--- config.mk ---
export PLATFORM = sky130hd
export DESIGN_NAME = fifo_wr_arbiter
export DESIGN_NICKNAME = d
export VERILOG_FILES = /design/src/rtl/fifo_arb_pkg.sv /design/src/rtl/rr_pick.sv /design/src/rtl/fifo_wr_arbiter.sv
export SDC_FILE = /design/constraint.sdc
export NUM_CORES = 1
export LEC_CHECK = 0
export BUFFER_PORTS_ARGS = -buffer_cell sky130_fd_sc_hd__buf_2
export CORE_ASPECT_RATIO = 0.5
export CORE_MARGIN = 2
export CORE_UTILIZATION = 35
export CTS_BUF_LIST = sky130_fd_sc_hd__clkbuf_4
export DETAILED_ROUTE_END_ITERATION = 6
export PLACE_DENSITY = 0.68
export REMOVE_ABC_BUFFERS = 1
export SLEW_MARGIN = 20
export SYNTH_ARGS = -nofsm -noshare
export SYNTH_HDL_FRONTEND = slang
export SYNTH_SLANG_ARGS = --single-unit
--- constraint.sdc ---
create_clock -name clk -period 2.7 [get_ports clk]
set_input_delay 0.405 -clock clk [delete_from_list [all_inputs] [get_ports clk]]
set_output_delay 0.405 -clock clk [all_outputs]
set_load 0.02 [all_outputs]
--- src/rtl/fifo_arb_pkg.sv ---
// Shared types and sizing helpers for the FIFO write-port arbiter.
package fifo_arb_pkg;

  typedef enum logic [0:0] {
    IDLE  = 1'b0,
    GRANT = 1'b1
  } arb_state_t;

  localparam int unsigned STALL_CNT_W = 16;

  // Index width that stays >= 1 even for a single-entry range.
  function automatic int unsigned idx_w(input int unsigned n);
    return (n > 1) ? $clog2(n) : 1;
  endfunction

endpackage

--- src/rtl/rr_pick.sv ---
// Combinational round-robin selector: first set req bit after last_grant, wrapping.
module rr_pick
  import fifo_arb_pkg::*;
#(
  parameter  int unsigned N_REQ = 4,
  localparam int unsigned IDX_W = idx_w(N_REQ)
) (
  input  logic [N_REQ-1:0] req,
  input  logic [IDX_W-1:0] last_grant,
  output logic [IDX_W-1:0] pick,
  output logic             any_req
);

  int unsigned cand;
  logic        found;

  // Candidates are visited last_grant+1 .. last_grant+N_REQ, so last_grant itself comes last.
  always_comb begin
    pick  = '0;
    found = 1'b0;
    cand  = 0;
    for (int unsigned i = 1; i <= N_REQ; i++) begin
      cand = (32'(last_grant) + i) % N_REQ;
      if (!found && req[IDX_W'(cand)]) begin
        pick  = IDX_W'(cand);
        found = 1'b1;
      end
    end
  end

  assign any_req = |req;

endmodule

--- src/rtl/fifo_wr_arbiter.sv ---
// Round-robin arbiter sharing one FIFO write port among N_REQ producers, with bursts.
// Optional stall counter output enabled by defining FIFO_WR_ARBITER_STATS_EN.
module fifo_wr_arbiter
  import fifo_arb_pkg::*;
#(
  parameter  int unsigned WIDTH     = 8,
  parameter  int unsigned N_REQ     = 4,
  parameter  int unsigned MAX_BURST = 4,
  localparam int unsigned IDX_W     = idx_w(N_REQ)
) (
  input  logic                   clk,
  input  logic                   reset,
  input  logic [N_REQ-1:0]       req,
  input  logic [N_REQ*WIDTH-1:0] req_data,
  output logic [N_REQ-1:0]       ack,
  input  logic                   fifo_full,
  input  logic                   fifo_afull,
  output logic                   fifo_wr_en,
  output logic [WIDTH-1:0]       fifo_data,
  output logic [IDX_W-1:0]       grant_id,
  output logic                   busy
`ifdef FIFO_WR_ARBITER_STATS_EN
  ,
  output logic [STALL_CNT_W-1:0] stall_cnt
`endif
);

  localparam int unsigned          BURST_W    = idx_w(MAX_BURST);
  localparam logic [BURST_W-1:0]   BURST_LAST = BURST_W'(MAX_BURST - 1);

  arb_state_t         state_q, state_d;
  logic [IDX_W-1:0]   grant_id_q, grant_id_d;
  logic [IDX_W-1:0]   last_grant_q, last_grant_d;
  logic [BURST_W-1:0] burst_cnt_q, burst_cnt_d;
  logic               fifo_wr_en_q, fifo_wr_en_d;
  logic [WIDTH-1:0]   fifo_data_q, fifo_data_d;

  logic [WIDTH-1:0]   req_arr [N_REQ];
  logic [IDX_W-1:0]   pick;
  logic               any_req;
  logic               grant_req_c;
  logic               accept_c;

  for (genvar gi = 0; gi < N_REQ; gi++) begin : g_unpack
    assign req_arr[gi] = req_data[gi*WIDTH +: WIDTH];
  end

  rr_pick #(
    .N_REQ (N_REQ)
  ) u_rr_pick (
    .req        (req),
    .last_grant (last_grant_q),
    .pick       (pick),
    .any_req    (any_req)
  );

  // The afull term covers the write already registered but not yet seen by the FIFO.
  assign grant_req_c = req[grant_id_q];
  assign accept_c    = (state_q == GRANT) && grant_req_c && !fifo_full &&
                       !(fifo_wr_en_q && fifo_afull);

  always_comb begin
    ack = '0;
    if (accept_c) ack[grant_id_q] = 1'b1;
  end

  always_comb begin
    state_d      = state_q;
    grant_id_d   = grant_id_q;
    last_grant_d = last_grant_q;
    burst_cnt_d  = burst_cnt_q;
    fifo_wr_en_d = 1'b0;
    fifo_data_d  = fifo_data_q;
    unique case (state_q)
      IDLE: begin
        if (any_req) begin
          grant_id_d   = pick;
          last_grant_d = pick;
          burst_cnt_d  = '0;
          state_d      = GRANT;
        end
      end
      GRANT: begin
        if (accept_c) begin
          fifo_wr_en_d = 1'b1;
          fifo_data_d  = req_arr[grant_id_q];
          if (burst_cnt_q == BURST_LAST) state_d = IDLE;
          else burst_cnt_d = burst_cnt_q + BURST_W'(1);
        end
        if (!grant_req_c) state_d = IDLE;
      end
      default: state_d = IDLE;
    endcase
  end

  always_ff @(posedge clk or posedge reset) begin
    if (reset) begin
      state_q      <= IDLE;
      grant_id_q   <= '0;
      last_grant_q <= IDX_W'(N_REQ - 1);
      burst_cnt_q  <= '0;
      fifo_wr_en_q <= 1'b0;
      fifo_data_q  <= '0;
    end else begin
      state_q      <= state_d;
      grant_id_q   <= grant_id_d;
      last_grant_q <= last_grant_d;
      burst_cnt_q  <= burst_cnt_d;
      fifo_wr_en_q <= fifo_wr_en_d;
      fifo_data_q  <= fifo_data_d;
    end
  end

  assign fifo_wr_en = fifo_wr_en_q;
  assign fifo_data  = fifo_data_q;
  assign grant_id   = grant_id_q;
  assign busy       = (state_q == GRANT);

`ifdef FIFO_WR_ARBITER_STATS_EN
  logic [STALL_CNT_W-1:0] stall_cnt_q, stall_cnt_d;

  // Saturating count of granted-but-blocked cycles.
  always_comb begin
    stall_cnt_d = stall_cnt_q;
    if ((state_q == GRANT) && grant_req_c && !accept_c && (stall_cnt_q != '1))
      stall_cnt_d = stall_cnt_q + STALL_CNT_W'(1);
  end

  always_ff @(posedge clk or posedge reset) begin
    if (reset) stall_cnt_q <= '0;
    else       stall_cnt_q <= stall_cnt_d;
  end

  assign stall_cnt = stall_cnt_q;
`endif

endmodule

After elaboration in Yosys (flattened, before gate mapping). Index checks and enable logic that the tools add are counted. W data, S select, Z words.

Eq/ne operators: 4. Reduce and logical (&&, ||, !) cells: 17. Order comparisons: 7. Add/subtract/negate cells: 5. Bitwise operators: 2. Muxes and demuxes: 34.

Operators by type and width (number): $bmux W8 S2 (1); $mux W8 (2); $lt A2 B3 Y1 const B (5); $mux W1 (15); $mux W2 (7); $bmux W1 S2 (5); $logic_and A1 B1 Y1 (8); $add A2 B1 Y2 const B (3); $logic_not A1 Y1 (5); $add A2 B2 Y2 const B (2); $mux W4 (1); $ne A2 B2 Y1 const B (2); $pmux W2 S2 (1); $reduce_and A2 Y1 (2); $reduce_or A4 Y1 (1); $ge A3 B3 Y1 const B (1); $not A2 Y3 (1); $reduce_and A3 Y1 (1); $demux W1 S2 (1); $eq A2 B2 Y1 const B (1); $ge A2 B1 Y1 const B (1); $ne A2 B1 Y1 const B (1); $pmux W1 S2 (1); $not A1 Y1 (1).

Bits in registers: 16. Word-level logic and storage cells: 75.

Logic depth before layout (Yosys ltp).
Depth after elaboration: 13. Depth in mapped cells: 4.

By module. From an unflattened synthesis, not the netlist that was laid out.

Cell total of the unflattened synthesis: 82. Area, all modules: 1031.0 µm².

By module, submodules not included: fifo_wr_arbiter (instances 1, area an instance 949.7 µm², seq. area each 402.9 µm², cells each 68); rr_pick (instances 1, area an instance 81.3 µm², seq. area each 0.0 µm², cells each 14).

Worst setup path after synthesis. OpenSTA, ideal clock, no wires.

Path kind: register to output. Start point: register fifo_wr_en_q, in the netlist fifo_wr_en. End point: output ack[0]. Arrival time: 1.307 ns. Path slack: 0.988 ns. Cell stages (with the launch flop): 4. Path through: dfrtp_1 a21oi_1 nor2b_1 and4_1.

Cells in the longest elaborated chain, start to end: 4.

Ends and longest elaborated chain: from (decl) (RTL line fifo_wr_arbiter.sv:35) `logic fifo_wr_en_q, fifo_wr_en_d;`; from (signal assigned) (RTL line fifo_wr_arbiter.sv:109) `fifo_wr_en_q <= fifo_wr_en_d;`; $logic_and A1 B1 Y1 (RTL line fifo_wr_arbiter.sv:60) `!(fifo_wr_en_q && fifo_afull);`; $logic_not A1 Y1 (RTL line fifo_wr_arbiter.sv:60); $logic_and A1 B1 Y1 (RTL line fifo_wr_arbiter.sv:59) `assign accept_c = (state_q == GRANT) && grant_req_c && !fifo_full &&`; $mux W4 (RTL line fifo_wr_arbiter.sv:64) `if (accept_c) ack[grant_id_q] = 1'b1;`; to (decl) (RTL line fifo_wr_arbiter.sv:15) `output logic [N_REQ-1:0] ack,`.

No other way between the ends.

Worst setup path in the final report.
Start point: register grant_id_q[1], in the netlist grant_id[1]. End point: output ack[2].

Cells in the longest elaborated chain, start to end: 6. Elaborated cells between the ends (all ways): 11.

Ends and longest elaborated chain: from (decl) (RTL line fifo_wr_arbiter.sv:32) `logic [IDX_W-1:0] grant_id_q, grant_id_d;`; from (signal assigned) (RTL line fifo_wr_arbiter.sv:106) `grant_id_q <= grant_id_d;`; parallel branches: the longest is 5 deep, another holds $lt A2 B3 Y1; $mux W4 (*) (RTL line fifo_wr_arbiter.sv:64).

Mark *: on every way between the ends. The select of a mux whose other input is x is not followed.

==> impl_metrics.env <==
export IMPL_p_sw_w=0.000567
export IMPL_regToRegStartpoint="grant_id[1]"
export IMPL_fin_nets=180
export IMPL_die_w_um=81.3
export IMPL_drt_wl_total_um=2340
export IMPL_finalSetupViolCount=0
export IMPL_root_buffer="clkbuf_4"
export IMPL_cts_buffer_depth=2
export IMPL_hold_viol=0
export IMPL_post_cts_resized=0
export IMPL_synthDistinctLibCells=28
export IMPL_switching_share=0.401
export IMPL_grt_pass1_vias=897
export IMPL_die_area_sq_um=3460
export IMPL_clockPowerShare=0.092
export IMPL_synth_edf_count=0
export IMPL_report_final_slew_viol_count=0
export IMPL_ir_drop_mv=0.348
export IMPL_holdBufCountCts=0
export IMPL_first_pass_iters=6
export IMPL_combPwrFrac=0.572
export IMPL_ys_flop_type="dfrtp_1"
export IMPL_dp_hpwl_um=1910
export IMPL_antenna_left=0
export IMPL_antenna_cells=0
export IMPL_power_leakage_nw=0.752
export IMPL_areaGrowthSynthToFinish_pct=32.6
export IMPL_grt_max_degree=17
export IMPL_r2r_slack_ns=0.97
export IMPL_grt_pass1_wl_um=3950
export IMPL_vias=852
export IMPL_ys_seq_elements=16
export IMPL_crit_arrival_ns=1.67
export IMPL_setup_tns_ns=0
export IMPL_die_h_um=42.6
export IMPL_final_min_clock_period_ns=2.08
export IMPL_start_kind="register"
export IMPL_start_util=0.385
export IMPL_drcViolationCount=0
export IMPL_clkSinkCount=16
export IMPL_reg2reg_depth=4
export IMPL_status="completed"
export IMPL_viasPerCell=4.87
export IMPL_cts_buffers=3
export IMPL_clock_fmax_mhz=481
export IMPL_num_io_pins=56
export IMPL_ys_async_sr_fraction=1.00
export IMPL_layout_common_cells="55 x buf_2, 14 x dfrtp_1, 9 x mux2_4"
export IMPL_core_area_sq_um=2720
export IMPL_clk_latency_ns=0.29
export IMPL_cts_tree="done"
export IMPL_cp_required_ns=2.30
export IMPL_pwr_density_cell_nw_per_um2=1020
export IMPL_rows=13
export IMPL_rsz0062_at_grt="no"
export IMPL_cts_setup_buffers=0
export IMPL_placedCellCount=171
export IMPL_skew_ns=0.00474
export IMPL_yosysWarnings=0
export IMPL_gr_total_overflow=0
export IMPL_p_int_w=0.000848
export IMPL_r2r_end="fifo_data[7]"
export IMPL_synth_seq_area_share=0.386
export IMPL_post_layout_nonfiller_instances=175
export IMPL_path_class="register to primary output"
export IMPL_wire_per_inst_um=13.4
export IMPL_fin_crit_sh=0.770
export IMPL_drive_gt1_frac=0.572
export IMPL_hold_class="primary input to asynchronous set/reset pin"
export IMPL_final_common_cell="buf_2"
export IMPL_hold_ws_ns=0.181
export IMPL_slew_headroom=0.579
export IMPL_drt_iter0_markers=23
export IMPL_portBuffers=55
export IMPL_p_seq_frac=0.336
export IMPL_antenna_found_initial=0
export IMPL_htreeDepth=1
export IMPL_netlist_area_sq_um=1040
export IMPL_grt_util_all_layers=0.153
export IMPL_place_gp_congestion=0.751
export IMPL_max_cap_viol_count=0
export IMPL_tightest_slew_ns=0.631
export IMPL_endpoint_kind="primary output"
export IMPL_cp_max_fo=14
export IMPL_netlist_instances=80
export IMPL_clk_pin_slew_ns=0.09
export IMPL_syn_area_per_cell_sq_um=13.1
-- state kept, by name, indices dropped and copies added (netlist names) --
name,count
fifo_wr_en,1
grant_id,2
busy,1
fifo_data,8
last_grant_q,2
burst_cnt_q,2
-- synth_stat cells, drive strengths merged (2+ instances only) --
| library cell | count | share of area |
|---|---|---|
| dfrtp | 14 | 0.34 |
| o2bb2ai | 2 | 0.035 |
| a21oi | 2 | 0.0096 |
| a21boi | 2 | 0.014 |
| and4 | 2 | 0.017 |
| inv | 5 | 0.018 |
| a21o | 4 | 0.029 |
| nor2 | 5 | 0.018 |
| nand2 | 9 | 0.040 |
| mux2i | 4 | 0.038 |
| dfstp | 2 | 0.050 |
| mux4 | 8 | 0.18 |
| mux2 | 9 | 0.13 |
-- area by class of cell --
cell class	count	area [sq um]
fillers	234	1330
multi-input cells	57	608
repair buffers	56	283
inverters	5	18.8
clock buffers	3	22.5
flip-flops and latches	16	403
well taps	37	46.3
clock inverters	1	3.75
-- metrics by stage --
step / total power, W / area [sq um] / utilization / setup WS, ns
2_1_floorplan: 0.00108 / 1030 / - / 0.736
3_3_place_gp: 0.00128 / 1360 / 0.500 / 0.825
3_5_place_dp: 0.00130 / 1360 / 0.500 / 0.846
4_1_cts: 0.00144 / 1390 / 0.510 / 0.598
5_1_grt: 0.00152 / 1390 / 0.510 / 0.473
6_report: 0.00141 / 1390 / 0.510 / 0.621
-- routing by layer --
metal / part of all wire / routed length (um) / up-vias / global-route usage
met5: 0 / 0 / - / 0
met4: 0 / 0 / 0 / 0.0576
met3: 0.047 / 110 / 0 / 0.0539
met2: 0.54 / 1260 / 21 / 0.272
met1: 0.41 / 968 / 411 / 0.166
li1: - / - / 420 / -
-- how the worst max path moves through the flow --
stage	endpoint	start
2_1_floorplan	ack[2]	grant_id[0]
3_3_place_gp	ack[0]	fifo_afull
3_5_place_dp	ack[1]	fifo_afull
4_1_cts	ack[2]	grant_id[1]
5_1_grt	ack[2]	grant_id[1]
6_report	ack[2]	grant_id[1]
-- kinds of logic (layout without fill, tap and decap cells) --
| logic type | Yosys count | in the layout | synth area share |
|---|---|---|---|
| and+or+nand+nor | 21 | 21 | 0.105 |
| buffers and inverters | 7 | 65 | 0.0323 |
| muxes | 21 | 21 | 0.344 |
| DFF | 16 | 16 | 0.386 |
| adders and majority gates | 1 | 1 | 0.0120 |
| AOI/OAI and AO/OA | 14 | 14 | 0.121 |
-- power by group through the flow --
stage | sequential [W] | clock [W] | combinational (W)
after floorplan | 0.000602 | 0 | 0.000477
after global placement | 0.000478 | 0 | 0.000807
after detailed placement | 0.000481 | 0 | 0.000823
after CTS | 0.000476 | 0.000137 | 0.000822
after global routing | 0.000492 | 0.000151 | 0.000874
final | 0.000476 | 0.000130 | 0.000809
-- worst max-delay path, cell delays in order, from the launching register on --
cell and delay, ns:
dfrtp_1 0.67, nand2_1 0.20, nor2_1 0.14, nand3_1 0.10, nor2_1 0.11, buf_2 0.17
No activity file was read; power rests on OpenSTA's default activity.
